## src/rtl/mod_pc_fetch.sv

```systemverilog
`default_nettype none
// ============================================================================
// mod_pc_fetch : PC register and instruction-fetch sequencer with handoff
// Rev 1.0
// ============================================================================
module mod_pc_fetch #(
  parameter logic [31:0] RESET_PC = 32'h0000_0000
) (
  input  logic        clk,
  input  logic        reset_n,
  input  logic [31:0] next_pc,
  input  logic        stall,
  input  logic        imem_gnt,
  input  logic        imem_rvalid,
  input  logic [31:0] imem_rdata,
  output logic        imem_req,
  output logic [31:0] imem_addr,
  output logic [31:0] pc,
  output logic [31:0] pc_plus_4,
  output logic [31:0] instr,
  output logic        instr_valid,
  output logic        fetch_fault,
  output logic [31:0] fetch_count
);

  typedef enum logic [1:0] {
    S_REQ   = 2'd0,
    S_WAIT  = 2'd1,
    S_HOLD  = 2'd2,
    S_FAULT = 2'd3
  } state_t;

  state_t      r_state;
  state_t      w_state_nxt;
  logic [31:0] r_pc;
  logic [31:0] r_instr;
  logic        r_instr_valid;
  logic        r_fetch_fault;
  logic [31:0] r_fetch_count;

  logic        w_req;
  logic        w_load_instr;
  logic        w_handoff;
  logic        w_set_fault;

  always_comb begin
    w_state_nxt  = r_state;
    w_req        = 1'b0;
    w_load_instr = 1'b0;
    w_handoff    = 1'b0;
    w_set_fault  = 1'b0;
    case (r_state)
      S_REQ: begin
        // A misaligned PC never reaches the memory port.
        if (r_pc[1:0] != 2'b00) begin
          w_set_fault = 1'b1;
          w_state_nxt = S_FAULT;
        end else begin
          w_req = 1'b1;
          if (imem_gnt) w_state_nxt = S_WAIT;
        end
      end
      S_WAIT: begin
        if (imem_rvalid) begin
          w_load_instr = 1'b1;
          w_state_nxt  = S_HOLD;
        end
      end
      S_HOLD: begin
        if (!stall) begin
          w_handoff   = 1'b1;
          w_state_nxt = S_REQ;
        end
      end
      S_FAULT: begin
        w_state_nxt = S_FAULT;
      end
    endcase
  end

  always_ff @(posedge clk) begin
    if (!reset_n) begin
      r_state       <= S_REQ;
      r_pc          <= RESET_PC;
      r_instr       <= 32'h0000_0000;
      r_instr_valid <= 1'b0;
      r_fetch_fault <= 1'b0;
      r_fetch_count <= 32'h0000_0000;
    end else begin
      r_state <= w_state_nxt;
      if (w_load_instr) begin
        r_instr       <= imem_rdata;
        r_instr_valid <= 1'b1;
      end
      if (w_handoff) begin
        r_pc          <= next_pc;
        r_fetch_count <= r_fetch_count + 32'd1;
        r_instr_valid <= 1'b0;
      end
      if (w_set_fault) r_fetch_fault <= 1'b1;
    end
  end

  assign imem_req    = w_req;
  assign imem_addr   = r_pc;
  assign pc          = r_pc;
  assign pc_plus_4   = r_pc + 32'd4;
  assign instr       = r_instr;
  assign instr_valid = r_instr_valid;
  assign fetch_fault = r_fetch_fault;
  assign fetch_count = r_fetch_count;

endmodule
`default_nettype wire

```

## config.mk

```make
export PLATFORM = sky130hd
export DESIGN_NAME = mod_pc_fetch
export DESIGN_NICKNAME = d
export VERILOG_FILES = /design/src/rtl/mod_pc_fetch.sv
export SDC_FILE = /design/constraint.sdc
export NUM_CORES = 1
export LEC_CHECK = 0
export BUFFER_PORTS_ARGS = -buffer_cell sky130_fd_sc_hd__buf_2
export CAP_MARGIN = 20
export CORE_MARGIN = 3
export CORE_UTILIZATION = 40
export DETAILED_ROUTE_END_ITERATION = 10
export PLACE_DENSITY = 0.73
export REMOVE_ABC_BUFFERS = 1
export SYNTH_ARGS = -nofsm -noshare
export SYNTH_HDL_FRONTEND = slang
export SYNTH_SLANG_ARGS = --single-unit
```

## constraint.sdc

```tcl
create_clock -name clk -period 2.1 [get_ports clk]
set_input_delay 0.105 -clock clk [delete_from_list [all_inputs] [get_ports clk]]
set_output_delay 0.105 -clock clk [all_outputs]
set_load 0.1 [all_outputs]
```

======== Yosys cells after proc, flatten, opt, wreduce, memory -nomap -nowiden ========
Index checks and enable logic that the tools add are counted.
Widths: inputs -> output; s select.
cells by class
  add/sub/neg operators ................... 2
  equality and inequality tests ........... 6
  mux-type cells .......................... 13
  bitwise logic cells ..................... 1
  reductions and logical operators ........ 4
operator list
  operator               count
  $add 32x1->32 const B  1
  $add 32x3->32 const B  1
  $mux 1                 8
  $mux 2                 4
  $pmux 2 s4             1
  $eq 2x2->1 const B     2
  $ne 2x2->1 const B     2
  $ne 3x3->1 const B     1
  $reduce_and 3->1       1
  $eq 2x1->1 const B     1
  $logic_not 2->1        1
  $reduce_bool 2->1      1
  $reduce_or 2->1        1
  $not 1->1              1
storage, ports and cells
  flip-flop bits (word level) ............. 100
  input bits .............................. 69
  output and inout bits ................... 163
  logic and storage cells ................. 32

======== Depth between registers and ports, before layout ========
  depth in word-level cells ............... 3
  depth in mapped cells ................... 8
  depth with buffers taken out ............ 6

======== Worst setup path before layout ========
Ideal clock, no wire load.
  kind .................................... flip-flop to output port
  from .................................... register r_pc[4] (netlist: imem_addr[4])
  to ...................................... output pc_plus_4[25]
  arrival time ............................ 3803 ps
  required time ........................... 1995 ps
  setup slack ............................. -1808 ps
  stages on the path, launching flop included .. 5
  path buffers ............................ 0
  path through ............................ dfxtp_1 nand4_1 nor4_2 nand4_1 xnor2_1
on the way
  cells in the longest elaborated chain, start to end .. 1
RTL lines
  item                    line  source
  start, declared         35    logic [31:0] r_pc;
  start signal, assigned  96    r_pc <= next_pc;
  $add 32x3->32           107   assign pc_plus_4 = r_pc + 32'd4;
  end, declared           19    output logic [31:0] pc_plus_4,
Every way passes these cells.

======== Worst setup path in the final report ========
  from .................................... register r_pc[4] (netlist: imem_addr[4])
  to ...................................... output pc_plus_4[28]
The elaborated chain is that of the path after synthesis.

==> qor.csv <==
metric,value,unit
timing.final.crit_share,1.09,
ys_ff_latch,100,
period_needed,2.30,ns
rows,39,
cts.clk_slew.worst_paths,0.07,ns
final_common_cell,buf_2,
r2r_slack,0.12,ns
grt_usage,0.206,
critPathLaunchType,register,
synth_ff_type,dfxtp_1,
drt_pass1_iterations,4,
coreArea,11600,um2
worstMarginPinSlew,0.664,ns
cp_data_arrival_time,2.19,ns
hold_class,in2reg,
post-route-util,0.630,
die_w,116,um
max-vdd-ir-drop,0.564,mV
antenna_found_initial,0,
power.density,998,nW/um2
drt-vias-per-instance,5.05,
syn_area,4830,um2
initial_core_util,0.416,
fin_ws,-0.198,ns
drv_slew,0,
cts_htree_levels,3,
critPathMaxFanout,5,
cts_buffer_depth,2,
slew_headroom,0.557,
grt_pass1_wl,22800,um
dieArea,13400,um2
place_ws,0.0307,ns
routedWlPerCell,14.4,um
cts_tree,built,
drc,0,
yosysUniqueCellTypes,40,
met3_length,922,um
violations,negative setup slack,
met2_length,7360,um
wl_met1,6390,um
hpwl,9950,um
end_kind,output port,
hold_slack,0.0127,ns
setup_viol,10,
worstSetupPathType,reg2out,
top_layer,met4,
final_layout_size_suffix_gt1_frac,0.383,
area_growth,51.6,%
place.gp.congestion,0.864,
wirelength,14800,um
synth_edf_count,0,
final_cell_mix,"buf_2, nand2_1, dfxtp_1",
numCtsBuffers,9,
io_buffers,231,
hold_violations,0,
ys_warn_count,0,
synth-seq-area-share,0.415,
skew,0.00690,ns
grt_overflow_total,0,
maxCapViolations,0,
syn_inst,616,
clk_latency,0.34,ns
cp.required,2.00,ns
ant_nets,0,
outcome,finished with violations,
first_iter_violations,362,
finalNetCount,954,
async_flop_share,0,
grt_max_degree,60,
fmax,0.435,GHz
leakage,3.35,nW
grt_pass1_vias,4675,
vias,5182,
syn_area_per_cell,7.84,um2
rsz0062_at_grt,yes,
n_antenna_cell,0,
ios,232,
cts_sinks,100,
root_buffer,clkbuf_16,
dieHeight,116,um
-- kinds of logic after synthesis --
| kind of cell | Yosys count | synth area share |
|---|---|---|
| xor gates and xnor gates | 37 | 0.0671 |
| AOI/OAI and AO/OA | 103 | 0.116 |
| adders and majority gates | 7 | 0.0181 |
| buffers and inverters | 83 | 0.0930 |
| and+or+nand+nor | 280 | 0.279 |
| muxes | 6 | 0.0124 |
| DFF | 100 | 0.415 |
-- critical path, stage by stage, from the launching register on --
cell,delay [ns]
dfxtp_2,0.33
nand4_1,0.13
or4_4,0.57
buf_6,0.17
nor3_4,0.22
xor2_2,0.21
clkbuf_16,0.23
-- final timing paths --
kind / start / endpoint / cells after the start
max: imem_addr[4]$_SDFFE_PN0P_ / pc_plus_4[28] / 6
min: next_pc[7] / imem_addr[7]$_SDFFE_PN0P_ / 3
max reg2reg: fetch_count[6]$_SDFFE_PN0P_ / fetch_count[17]$_SDFFE_PN0P_ / 4
min reg2reg: fetch_fault$_SDFFE_PN0P_ / fetch_fault$_SDFFE_PN0P_ / 2
-- power by group --
part | internal [mW] | switching (mW) | leakage, nW
Sequential | 2.07 | 0.124 | 0.812
Combinational | 0.685 | 2.74 | 2.39
Clock | 0.944 | 0.748 | 0.147
-- metal layers --
layer  vias to the layer above  global-route usage
met5                         -                   0
met4                         0              0.0510
met3                         8              0.0423
met2                       178               0.350
met1                      2406               0.269
li1                       2590                   -
-- sequential cells by signal (all words and copies together) (netlist names) --
signal	cells
imem_addr	32
fetch_count	32
fetch_fault	1
instr	32
r_state	2
instr_valid	1
-- cell usage after synthesis, types with 2 or more instances --
cell / instances / area share
buf_2: 2 / 0.0021
and2_1: 2 / 0.0026
or4_1: 13 / 0.020
buf_4: 34 / 0.053
o21ai_0: 4 / 0.0041
and3_1: 6 / 0.0078
or3_1: 4 / 0.0052
and4_1: 8 / 0.015
or4b_1: 2 / 0.0041
nand3_1: 17 / 0.018
o41ai_1: 2 / 0.0036
nor3_1: 10 / 0.010
nand2_1: 162 / 0.13
buf_1: 8 / 0.0062
nand3b_1: 2 / 0.0031
nor4_1: 8 / 0.010
dfxtp_1: 100 / 0.41
nand2b_1: 6 / 0.0078
ha_1: 7 / 0.018
o31ai_1: 11 / 0.017
nor2_1: 16 / 0.012
xor2_1: 19 / 0.034
nand4_1: 14 / 0.018
clkbuf_1: 24 / 0.019
xnor2_1: 18 / 0.033
nor2b_1: 2 / 0.0026
mux2i_1: 6 / 0.012
a21oi_1: 84 / 0.087
inv_1: 14 / 0.011
-- through the flow --
stage / setup TNS (ns) / instances / instance area, um2 / power [mW]
floorplan: -95.30 / 547 / 4430 / 4.83
finish: -1.25 / 1026 / 7320 / 7.31
global placement: 0 / 966 / 6380 / 5.54
global route: -2.67 / 1026 / 7320 / 7.64
detailed placement: 0 / 966 / 6380 / 5.56
CTS: -1.02 / 1026 / 7240 / 7.35
-- cell type report --
class,instances,area (um2)
Timing Repair Buffer,320,2210
Inverter,14,52.6
Clock inverter,7,81.3
Tap cell,143,179
Fill cell,999,4290
Multi-Input combinational cell,433,2560
Clock buffer,9,225
Sequential cell,100,2010
-- repair_timing --
action,in CTS,in global routing
hold endpoints to repair,41,0
cloned,1,0
pin swaps,9,5
setup endpoints to repair,15,23
buffers inserted,2,0
resized for setup,25,19
hold buffers,41,0
(Power assumes the default switching activity.)
